## config.mk

```make
export PLATFORM = sky130hd
export DESIGN_NAME = spi_master_flat
export DESIGN_NICKNAME = d
export VERILOG_FILES = /design/src/rtl/spi_master_if.sv /design/src/rtl/spi_master.sv /design/src/flat_wrapper.sv
export SDC_FILE = /design/constraint.sdc
export NUM_CORES = 1
export LEC_CHECK = 0
export CAP_MARGIN = 20
export CORE_MARGIN = 5
export CORE_UTILIZATION = 43
export CTS_CLUSTER_SIZE = 30
export DETAILED_ROUTE_END_ITERATION = 10
export PLACE_DENSITY = 0.66
export SYNTH_ARGS = -nofsm -noshare
export SYNTH_HDL_FRONTEND = slang
export SYNTH_SLANG_ARGS = --single-unit
```

## constraint.sdc

```tcl
create_clock -name clk -period 2.57 [get_ports clk]
set_input_delay 0.257 -clock clk [delete_from_list [all_inputs] [get_ports clk]]
set_output_delay 0.257 -clock clk [all_outputs]
set_load 0.01 [all_outputs]
```

## src/rtl/spi_master_if.sv

```systemverilog
// spi_master_if: byte handshake and SPI pin bundle between the SPI initiator and its user/bus
interface spi_master_if;
    logic       start;
    logic [7:0] tx_data;
    logic       keep_ssel;
    logic       ssel_release;
    logic       busy;
    logic       done;
    logic [7:0] rx_data;
    logic       SCK;
    logic       MOSI;
    logic       MISO;
    logic       SSEL;
    modport master (
        input  start, tx_data, keep_ssel, ssel_release, MISO,
        output busy, done, rx_data, SCK, MOSI, SSEL
    );
    modport slave (
        output start, tx_data, keep_ssel, ssel_release, MISO,
        input  busy, done, rx_data, SCK, MOSI, SSEL
    );
endinterface

```

## src/rtl/spi_master.sv

```systemverilog
// spi_master: mode-0 MSB-first 8-bit SPI initiator with start/done handshake and optional SSEL bursts
module spi_master #(
    parameter int CLK_DIV  = 4,
    parameter int CS_SETUP = 1
) (
    input  logic           clk,
    input  logic           rst_n,
    spi_master_if.master   bus
);
    localparam logic [2:0] IDLE   = 3'd0;
    localparam logic [2:0] SETUP  = 3'd1;
    localparam logic [2:0] BIT_LO = 3'd2;
    localparam logic [2:0] BIT_HI = 3'd3;
    localparam logic [2:0] HOLD   = 3'd4;
    localparam logic [2:0] TAIL   = 3'd5;
    localparam logic [2:0] GAP    = 3'd6;
    localparam int SETUP_N = CS_SETUP * CLK_DIV;
    localparam int DW      = $clog2(SETUP_N + 1);

    logic [2:0]    state_q, state_d;
    logic [DW-1:0] div_q;
    logic [2:0]    bit_q, bit_d;
    logic [7:0]    tx_q, tx_d;
    logic          keep_q, keep_d;
    logic [7:0]    rx_sh_q, rx_q;
    logic [1:0]    miso_q;
    logic          sck_q, mosi_q, ssel_q, done_q, busy_q;
    logic          last, go, byte_end;

    // Next-state logic; new bytes are accepted only in IDLE or HOLD, where busy is low
    always_comb begin
        last     = div_q == DW'((state_q == SETUP ? SETUP_N : CLK_DIV) - 1);
        go       = bus.start && (state_q == IDLE || state_q == HOLD);
        byte_end = state_q == BIT_HI && last && bit_q == 3'd0;
        state_d  = state_q;
        bit_d    = bit_q;
        tx_d     = go ? bus.tx_data : tx_q;
        keep_d   = go ? bus.keep_ssel : keep_q;
        case (state_q)
            IDLE:    if (go) begin state_d = SETUP; bit_d = 3'd7; end
            SETUP:   if (last) state_d = BIT_LO;
            BIT_LO:  if (last) state_d = BIT_HI;
            BIT_HI:  if (last) begin
                         state_d = bit_q != 3'd0 ? BIT_LO : (keep_q ? HOLD : TAIL);
                         bit_d   = bit_q != 3'd0 ? bit_q - 3'd1 : bit_q;
                     end
            HOLD:    if (go) begin state_d = BIT_LO; bit_d = 3'd7; end
                     else if (bus.ssel_release) state_d = TAIL;
            TAIL:    if (last) state_d = GAP;
            GAP:     if (last) state_d = IDLE;
            default: state_d = IDLE;
        endcase
    end

    // State, counters and registered pins; pins are decoded from the next state so they never glitch
    always_ff @(posedge clk or negedge rst_n) begin
        if (!rst_n) begin
            state_q <= IDLE;
            div_q   <= '0;
            bit_q   <= 3'd0;
            tx_q    <= 8'd0;
            keep_q  <= 1'b0;
            rx_sh_q <= 8'd0;
            rx_q    <= 8'd0;
            miso_q  <= 2'd0;
            sck_q   <= 1'b0;
            mosi_q  <= 1'b0;
            ssel_q  <= 1'b1;
            done_q  <= 1'b0;
            busy_q  <= 1'b0;
        end else begin
            state_q <= state_d;
            div_q   <= state_d != state_q ? '0 : div_q + 1'b1;
            bit_q   <= bit_d;
            tx_q    <= tx_d;
            keep_q  <= keep_d;
            miso_q  <= {miso_q[0], bus.MISO};
            if (state_q == BIT_HI && last) rx_sh_q <= {rx_sh_q[6:0], miso_q[1]};
            if (byte_end) rx_q <= {rx_sh_q[6:0], miso_q[1]};
            done_q  <= byte_end;
            sck_q   <= state_d == BIT_HI;
            ssel_q  <= state_d == IDLE || state_d == GAP;
            mosi_q  <= (state_d == IDLE || state_d == GAP) ? 1'b0 : tx_d[bit_d];
            busy_q  <= !(state_d == IDLE || state_d == HOLD);
        end
    end

    assign bus.SCK     = sck_q;
    assign bus.MOSI    = mosi_q;
    assign bus.SSEL    = ssel_q;
    assign bus.done    = done_q;
    assign bus.busy    = busy_q;
    assign bus.rx_data = rx_q;
endmodule
```

## src/flat_wrapper.sv

```systemverilog
// flat-port wrapper written by rule: the top's interface ports become plain ports
module spi_master_flat 
#(
    parameter int CLK_DIV  = 4,
    parameter int CS_SETUP = 1
)
  (clk, rst_n, bus_start, bus_tx_data, bus_keep_ssel, bus_ssel_release, bus_MISO, bus_busy, bus_done, bus_rx_data, bus_SCK, bus_MOSI, bus_SSEL);
  spi_master_if bus_i ();
  input  logic clk;
  input  logic rst_n;
  input wire logic [$bits(bus_i.start)-1:0] bus_start;
  input wire logic [$bits(bus_i.tx_data)-1:0] bus_tx_data;
  input wire logic [$bits(bus_i.keep_ssel)-1:0] bus_keep_ssel;
  input wire logic [$bits(bus_i.ssel_release)-1:0] bus_ssel_release;
  input wire logic [$bits(bus_i.MISO)-1:0] bus_MISO;
  output wire logic [$bits(bus_i.busy)-1:0] bus_busy;
  output wire logic [$bits(bus_i.done)-1:0] bus_done;
  output wire logic [$bits(bus_i.rx_data)-1:0] bus_rx_data;
  output wire logic [$bits(bus_i.SCK)-1:0] bus_SCK;
  output wire logic [$bits(bus_i.MOSI)-1:0] bus_MOSI;
  output wire logic [$bits(bus_i.SSEL)-1:0] bus_SSEL;
  assign bus_i.start = bus_start;
  assign bus_i.tx_data = bus_tx_data;
  assign bus_i.keep_ssel = bus_keep_ssel;
  assign bus_i.ssel_release = bus_ssel_release;
  assign bus_i.MISO = bus_MISO;
  assign bus_busy = bus_i.busy;
  assign bus_done = bus_i.done;
  assign bus_rx_data = bus_i.rx_data;
  assign bus_SCK = bus_i.SCK;
  assign bus_MOSI = bus_i.MOSI;
  assign bus_SSEL = bus_i.SSEL;
  spi_master #(.CLK_DIV(CLK_DIV), .CS_SETUP(CS_SETUP)) u_core (.clk(clk), .rst_n(rst_n), .bus(bus_i));
endmodule
```

[Yosys cells after proc, flatten, opt, wreduce, memory -nomap -nowiden]
Cells that the tools add are included.
Word-level totals
  register bits after elaboration: 40
  bits in latches: 0
  bits in writable memories: 0
  bits in read-only memories: 0
  output and inout port bits: 13
  logic and storage cells: 59
  memories: 0
Cells by class
  add/subtract/negate cells: 2
  multipliers: 0
  divide/modulo/power cells: 0
  order comparisons: 1
  equal/unequal tests: 11
  shift-type cells: 0
  muxes and demuxes: 20
  bitwise operators: 0
  reductions and logical operators: 12
Operators by type and width (number)
  3-bit 2-to-1 mux: 13
  3-bit one-hot mux with 7 select lines: 1
  3-bit == test (second input constant): 5
  3-bit by 2-bit == test with 1-bit output (second input constant): 4
  3-bit zero test: 3
  8-bit 2-to-1 mux: 1
  3-bit one-hot mux with 2 select lines: 1
  3-bit by 4-bit < comparator with 1-bit output (second input constant): 1
  3-bit by 1-bit adder with 3-bit output (second input constant): 1
  1-bit binary-select mux with 3-bit select: 1
  3-bit by 1-bit == test with 1-bit output (second input constant): 1
  1-bit logical AND: 3
  1-bit logical OR: 3
  1-bit 2-to-1 mux: 3
  3-bit != test: 1
  3-bit nonzero test: 1
  3-bit by 1-bit subtractor with 3-bit output (second input constant): 1
  2-bit OR reduction: 1
  1-bit zero test: 1

[Depth between registers and ports, before layout]
Gate-level depths: netlist of run 1.
  depth after elaboration: 8
  depth in mapped cells: 10
  depth with buffers taken out: 8

[Worst setup path before layout of run 1]
No wires, ideal clock.
  path kind: register to register
  from: reg u_core.div_q[0]
  to: reg u_core.mosi_q (netlist: u_core.bus.MOSI)
  setup time: 126 ps
  arrival: 1957 ps
  data required time: 2444 ps
  slack: 487 ps
  cell stages (with the launch flop): 11
  clock period less this slack: 2083 ps
  cells stage by stage: dfrtp_1 > ha_1 > ha_1 > buf_4 > and4b_1 > buf_6 > nand2_4 > nor3b_1 > a2111oi_0 > o221ai_1 > o311a_1
On the way
  word-level cells in the longest chain between the ends: 6
  elaborated cells between the ends (all ways): 15
  classes of those cells: eq/ne: 2; mux: 11; reduce/logical: 2
RTL lines
  from (decl): line spi_master.sv:21  | logic [DW-1:0] div_q;
  from (signal assigned): line spi_master.sv:73  | div_q <= state_d != state_q ? '0 : div_q + 1'b1;
  3-bit by 2-bit == test with 1-bit output *: line spi_master.sv:32  | last = div_q == DW'((state_q == SETUP ? SETUP_N : CLK_DIV) - 1);
  3-bit 2-to-1 mux (on tied branches)
  3-bit one-hot mux with 2 select lines / 3-bit one-hot mux with 7 select lines (equally long branches): line spi_master.sv:39  | case (state_q)
  1-bit binary-select mux with 3-bit select, or another cell as far along: line spi_master.sv:83  | mosi_q <= (state_d == IDLE || state_d == GAP) ? 1'b0 : tx_d[bit_d];
  1-bit 2-to-1 mux (implied by the code) / 1-bit logical OR (equally long branches): line spi_master.sv:83
  1-bit 2-to-1 mux *: line spi_master.sv:83
  to (signal assigned): line spi_master.sv:83
  to (decl): line spi_master.sv:27  | logic sck_q, mosi_q, ssel_q, done_q, busy_q;
Every way passes the cells marked *; elsewhere a longest branch is shown, timed or not. The select of a mux whose other input is x is not followed.
A chain may end at the register's enable or synchronous reset.

[Worst setup path after layout of run 1]
Same ends and word-level chain as after synthesis.

==> impl_metrics.toml, run 1 <==
[outcome]
outcome = "finished, final reports clean"

[cells_and_area]
finalNetCount = 232
antenna-diode-count = 0
multi_input_gate_area_um2 = 769
final-instance-count-excl-fill = 265
final-seq-area_mm2 = 0.00100
post_route_cells_drive_above_1_share_pct = 14.9
fill_cells = 366
synthToLayoutAreaGrowth_pct = 22.1

[detailed_routing]
detail_route.iter0.violations = 62
routed_wl_per_cell_um = 12.9
drc = 0
drtPass1Iterations = 4
wl_mm = 3.42
drtAntennaViolNets = 0
detailroute.via_count = 1362
post_drt_via_cell_ratio = 5.14

[min_path]
min-delay-path-class = "primary input to async pin"

[yosys]
ys_top_cells_by_area = "sky130_fd_sc_hd__dfrtp_1, sky130_fd_sc_hd__nand2_1, sky130_fd_sc_hd__mux2_2, sky130_fd_sc_hd__ha_1, sky130_fd_sc_hd__nor2_1"
postSynth.topFlopCell = "sky130_fd_sc_hd__dfrtp_1"
synth_seq_area_share_pct = 54.1
synth_top_cell_area_share_pct = 52.7
number_of_synthesized_flops_with_an_enable_pin = 0
postSynth.asyncResetShare_pct = 100
synth-warning-count = 0
synth_fp_nets = 201
synth.avg_cell_area_um2 = 10.1
postSynthCellCount = 183
syn_area_mm2 = 0.00185
yosys_register_bits = 40
yosys.area.top_type = "sky130_fd_sc_hd__dfrtp_1"
synth.distinct_cells = 43

[setup_path]
crit_fanout = 10
setup.worst_path.class = "flip-flop to flip-flop"
cp_cell_sequence = "ha_1, ha_1, and4b_1, nand2_4, or3_1, o211ai_1, a21oi_1, o311a_1"
worst_ep_arrival_time_ns = 2.43
critical_path.max_stage_delay_ns = 0.47
cp_data_required_time_ns = 2.74
cpMostUsedCell = "sky130_fd_sc_hd__ha_1"
cpLargestDelayFamily = "simple AND/OR/NAND/NOR gates"
r2r_start = "u_core.div_q[0]"
critical_path.startpoint_type = "flip-flop"
crit_path_end_kind = "flip-flop"
startpoint = "u_core.div_q[0]"
crit_slowest_cell = "sky130_fd_sc_hd__and4b_1"
critical_path.n_buffers_inverters = 0

[placed_design]
hpwl_mm = 2.49
numPlacedInstances = 257
place_congestion = 0.791
placement.io_buffers = 26

[die]
dieHeight_um = 75.6
die_area_mm2 = 0.00572
core_mm2 = 0.00409
fp.dieW_um = 75.6
floorplan.rows = 23
io_pins = 27
starting_density_pct = 45.3

[global_route]
global_route.overflow_total = 0
number_of_antenna_violations_at_the_first_check_in_global_routing = 0
grt_pass1_vias = 1401
gr-usage-all-layers_pct = 13.7
grt_pass1_wl_mm = 5.99
grt_start_max_net_pins = 41

[clock_network]
tritoncts_clock_tree = "yes"
cts-root-buf = "sky130_fd_sc_hd__clkbuf_8"
clk_path_buf_depth = 2
clkLatencyLatePin_ns = 0.29
postCtsResizedCells = 0
ctsHoldBuffers = 0
cts_max_level = 2
postcts_setup_bufs = 0
clkSlewWorstSetupHoldPaths_ns = 0.08
clock_sinks = 40
numCtsBuffers = 5

[timing]
setup_total_negative_slack_ns = 0
grt_setup_unrepaired = "no"
timing.max_slew.rel_slack_pct = 42.0
min_period_ns = 2.26
setup_skew_after_layout_ns = 0.00635
fmaxAchievable_ghz = 0.443
final_hold_viol_count = 0
hold_ws_ns = 0.0761
min_period_over_period_pct = 87.8
slew_at_the_pin_with_the_worst_max_slew_slack_ns = 0.870
slew_viol_final = 0
setup-violations-final = 0

[power]
power.total_mw = 2.02
power_per_standard_cell_area_mw_per_mm2 = 894
p_leak_nw = 1.06
irDropWorstVdd_mv = 0.452

[job]
max-cap-violations = 0
## worst reg2reg max path, cell delays in order, from the launching register on
cell	delay [ns]
sky130_fd_sc_hd__dfrtp_1	0.37
sky130_fd_sc_hd__ha_1	0.16
sky130_fd_sc_hd__ha_1	0.18
sky130_fd_sc_hd__and4b_1	0.47
sky130_fd_sc_hd__nand2_4	0.14
sky130_fd_sc_hd__or3_1	0.34
sky130_fd_sc_hd__o211ai_1	0.09
sky130_fd_sc_hd__a21oi_1	0.06
sky130_fd_sc_hd__o311a_1	0.33
## path summary, 6_finish.rpt
kind | endpoint | cells past startpoint | slack [ns]
setup reg to reg | u_core.bus.MOSI | 8 | 0.31
setup / recovery | u_core.bus.MOSI | 8 | 0.31
max in group asynchronous | u_core.bus.rx_data[7] | 1 | 1.94
min in group clk | u_core.miso_q[1] | 0 | 0.36
hold / removal | u_core.tx_q[0] | 1 | 0.08
hold reg to reg | u_core.miso_q[1] | 0 | 0.36
## registers in the layout (all words and copies together), names as in the netlist
name	cells
u_core.bit_q	3
u_core.bus.MOSI	1
u_core.bus.SCK	1
u_core.bus.SSEL	1
u_core.bus.busy	1
u_core.bus.done	1
u_core.bus.rx_data	8
u_core.div_q	3
u_core.keep_q	1
u_core.miso_q	2
u_core.rx_sh_q	7
u_core.state_q	3
u_core.tx_q	8
## placed cells by master, fill, tap and decap left out, types with 2 or more instances in the layout
cell type,netlist,final
sky130_fd_sc_hd__a31oi_1,2,2
sky130_fd_sc_hd__ha_1,4,4
sky130_fd_sc_hd__clkinvlp_4,0,2
sky130_fd_sc_hd__mux2i_1,2,2
sky130_fd_sc_hd__clkbuf_8,0,6
sky130_fd_sc_hd__buf_4,2,5
sky130_fd_sc_hd__inv_1,10,10
sky130_fd_sc_hd__or3_1,2,2
sky130_fd_sc_hd__nor3b_1,3,3
sky130_fd_sc_hd__o21ai_0,7,7
sky130_fd_sc_hd__mux2_2,8,8
sky130_fd_sc_hd__nor2b_1,2,2
sky130_fd_sc_hd__a21oi_1,6,6
sky130_fd_sc_hd__nand2_1,52,52
sky130_fd_sc_hd__clkdlybuf4s50_1,0,25
sky130_fd_sc_hd__nor3_1,3,3
sky130_fd_sc_hd__nor2_1,11,11
sky130_fd_sc_hd__dfrtp_1,39,39
## layout make-up
cell class | instances | share of cell area, %
clock buffer | 6 | 3.65
clock inverter | 2 | 0.664
inverter | 10 | 1.66
multi-input combinational | 126 | 34.0
sequential | 40 | 44.3
tap | 50 | 2.77
timing repair buffer | 31 | 12.9
## synthesized netlist by cell type (all sizes together), types with 2 or more instances
cell type and count:
mux2i 3, nor3b 3, clkbuf 2, nor2b 2, inv 10, dfrtp 39
nor3 3, buf 5, or3 2, nand2 54, nor2 12, ha 4
o22ai 2, mux2 8, o21ai 8, a31oi 2, a21oi 7
## per-stage QoR
| step | area [um2] | utilization [%] | worst slack, ns |
|---|---|---|---|
| 4_1_cts | 2260 | 55.4 | 0.299 |
| 3_5_place_dp | 2160 | 53.0 | 0.343 |
| 5_1_grt | 2260 | 55.4 | 0.146 |
| 3_3_place_gp | 2160 | 53.0 | 0.356 |
| 6_report | 2260 | 55.4 | 0.313 |
| 2_1_floorplan | 1850 | - | 0.487 |
## per-layer routing
metal | vias up | track usage, % | wire length [um]
met5 | - | 0 | 0
met1 | 656 | 15.9 | 1470
met4 | 0 | 5.24 | 58
li1 | 671 | - | -
met3 | 7 | 3.43 | 144
met2 | 28 | 24.3 | 1740
## kinds of logic after synthesis
logic type	after synthesis	share of synthesized area, %
adders and majority gates	4	2.70
buffers and inverters	17	4.39
muxes	11	6.68
and+or+nand+nor	82	21.1
DFF	40	54.1
xor gates and xnor gates	2	0.945
AOI/OAI and AO/OA	27	10.1
## where the power goes
part / switching [mW] / leakage, nW / internal, mW
combinational: 0.382 / 0.514 / 0.311
clock: 0.217 / 0.0434 / 0.217
sequential: 0.0953 / 0.504 / 0.800
Power figures use the tool's default switching activity.
==> run 2, diff against run 1 <==
--- a/config.mk
+++ b/config.mk
@@ -5,12 +5,11 @@
 export SDC_FILE = /design/constraint.sdc
 export NUM_CORES = 1
 export LEC_CHECK = 0
-export CAP_MARGIN = 20
 export CORE_MARGIN = 5
 export CORE_UTILIZATION = 43
 export CTS_CLUSTER_SIZE = 30
 export DETAILED_ROUTE_END_ITERATION = 10
-export PLACE_DENSITY = 0.66
+export DONT_BUFFER_PORTS = 1
 export SYNTH_ARGS = -nofsm -noshare
 export SYNTH_HDL_FRONTEND = slang
 export SYNTH_SLANG_ARGS = --single-unit
==> impl_metrics.toml, run 2 (same netlist as run 1, synthesis figures left out) <==
[detailed_routing]
detail_route.iter0.violations = 73
detailroute.via_count = 1243
drc = 0
drtAntennaViolNets = 0
wl_mm = 3.38
routed_wl_per_cell_um = 14.1
drtPass1Iterations = 4
post_drt_via_cell_ratio = 5.18

[clock_network]
clkSlewWorstSetupHoldPaths_ns = 0.08
cts_max_level = 2
numCtsBuffers = 5
postcts_setup_bufs = 0
clk_path_buf_depth = 2
cts-root-buf = "sky130_fd_sc_hd__clkbuf_8"
clkLatencyLatePin_ns = 0.29
clock_sinks = 40
tritoncts_clock_tree = "yes"

[power]
power_per_standard_cell_area_mw_per_mm2 = 1000
cell_internal_pwr_mw = 1.38
power.net_switching_mw = 0.691
p_leak_nw = 0.987
sequential_fraction_of_design_power_pct = 45.1
irDropWorstVdd_mv = 0.462
power.share.clock_pct = 25.5
power.total_mw = 2.07
power.combinational.fraction_pct = 29.3
power.switching_fraction_pct = 33.4

[cells_and_area]
layout_common_cells = "sky130_fd_sc_hd__nand2_1, sky130_fd_sc_hd__dfrtp_1, sky130_fd_sc_hd__nor2_1"
fill_cells = 385
synthToLayoutAreaGrowth_pct = 11.2
finalNetCount = 207
final_common_cell = "sky130_fd_sc_hd__nand2_1"
post_route_cells_drive_above_1_share_pct = 16.3
antenna-diode-count = 0

[global_route]
gr-usage-all-layers_pct = 13.9
grt_pass1_wl_mm = 5.84
number_of_antenna_violations_at_the_first_check_in_global_routing = 0
grt_pass1_vias = 1303
grt_start_max_net_pins = 41
global_route.overflow_total = 0

[placed_design]
placement.io_buffers = 0
place_congestion = 0.801
hpwl_mm = 2.43

[die]
starting_density_pct = 45.3
dieHeight_um = 75.6
die_area_mm2 = 0.00572
floorplan.rows = 23
io_pins = 27
fp.dieW_um = 75.6
core_mm2 = 0.00409

[outcome]
outcome = "finished, final reports clean"

[timing]
final_hold_viol_count = 0
slew_viol_final = 0
timing.max_slew.rel_slack_pct = 71.0
min_period_ns = 2.33
slew_at_the_pin_with_the_worst_max_slew_slack_ns = 0.434
min_period_over_period_pct = 90.6
fmaxAchievable_ghz = 0.429
setup-violations-final = 0
setup_skew_after_layout_ns = 0.0107
grt_setup_unrepaired = "no"
setup_total_negative_slack_ns = 0

[setup_path]
setup.worst_path.class = "flip-flop to flip-flop"
cp_data_required_time_ns = 2.74
crit_path_end_kind = "flip-flop"
crit_fanout = 10
worst_ep_arrival_time_ns = 2.50
critical_path.startpoint_type = "flip-flop"

[job]
max-cap-violations = 0

[min_path]
min-delay-path-class = "primary input to flip-flop"
==> run 2: final timing paths <==
kind | slack, ns | endpoint | depth (start not counted) | from
worst max-delay path | 0.24 | u_core.bus.MOSI | 8 | u_core.div_q[0]
worst min-delay path | 0.08 | u_core.tx_q[2] | 2 | bus_tx_data[2]
worst max register to register | 0.24 | u_core.bus.MOSI | 8 | u_core.div_q[0]
worst min register to register | 0.35 | u_core.miso_q[1] | 0 | u_core.miso_q[0]
max in group asynchronous | 1.89 | u_core.bus.SSEL | 2 | rst_n
min in group asynchronous | 0.42 | u_core.bus.rx_data[6] | 2 | rst_n
==> run 2: area by class of cell <==
type,count,area [um2],share of cell area (%)
flip-flops and latches,40,1000,48.6
clock inverters,2,38.8,1.88
multi-input cells,126,774,37.6
well taps,50,62.6,3.04
inverters,10,37.5,1.82
clock buffers,6,82.6,4.01
repair buffers,6,62.6,3.04
==> run 2: timing repair <==
| item | 4_1_cts | 5_1_grt |
|---|---|---|
| endpoints found under the setup margin | 0 | 1 |
| hold endpoints to repair | 41 | 0 |
| hold buffers | 3 | 0 |
| gates resized for setup | 0 | 3 |
==> run 2: per-stage QoR <==
stage                     setup slack (ns)  area, um2  hold WS, ns  util, %  cells
after floorplan                      0.487       1850      -0.0386        -    183
after global placement               0.250       1890      -0.0374     46.4    229
after detailed placement             0.105       1890      -0.0372     46.4    229
after CTS                           0.0521       2060       0.0640     50.3    240
after global routing                0.0281       2060       0.0605     50.4    240
final                                0.240       2060       0.0751     50.4    240
==> run 2: critical path, stage by stage (launching register included) <==
cell	delay, ns
sky130_fd_sc_hd__dfrtp_1	0.35
sky130_fd_sc_hd__ha_1	0.14
sky130_fd_sc_hd__ha_1	0.36
sky130_fd_sc_hd__nand4b_4	0.25
sky130_fd_sc_hd__nor2_1	0.24
sky130_fd_sc_hd__xnor2_1	0.24
sky130_fd_sc_hd__mux2i_1	0.26
sky130_fd_sc_hd__nor2_1	0.06
sky130_fd_sc_hd__o311a_1	0.29
==> run 2: power groups by stage <==
| stage | sequential [mW] | combinational [mW] | clock [mW] |
|---|---|---|---|
| after global routing | 0.953 | 0.698 | 0.577 |
| after CTS | 0.931 | 0.607 | 0.548 |
| after global placement | 0.941 | 0.556 | 0 |
| final | 0.932 | 0.606 | 0.528 |
| after detailed placement | 0.943 | 0.585 | 0 |
| after floorplan | 0.903 | 0.495 | 0 |
==> run 2: metal layers <==
layer	wire length, um	up-vias	global-route usage [%]
li1	-	624	-
met1	1530	594	16.9
met2	1700	21	22.7
met3	116	4	4.62
met4	43	0	5.44
met5	0	-	0
==> run 3, diff against run 2 <==
--- a/config.mk
+++ b/config.mk
@@ -10,6 +10,8 @@
 export CTS_CLUSTER_SIZE = 30
 export DETAILED_ROUTE_END_ITERATION = 10
 export DONT_BUFFER_PORTS = 1
+export GPL_ROUTABILITY_DRIVEN = 0
+export SLEW_MARGIN = 20
 export SYNTH_ARGS = -nofsm -noshare
 export SYNTH_HDL_FRONTEND = slang
 export SYNTH_SLANG_ARGS = --single-unit
==> results of run 3 <==
Final layout, timing and power as in run 2 (identical DEF).
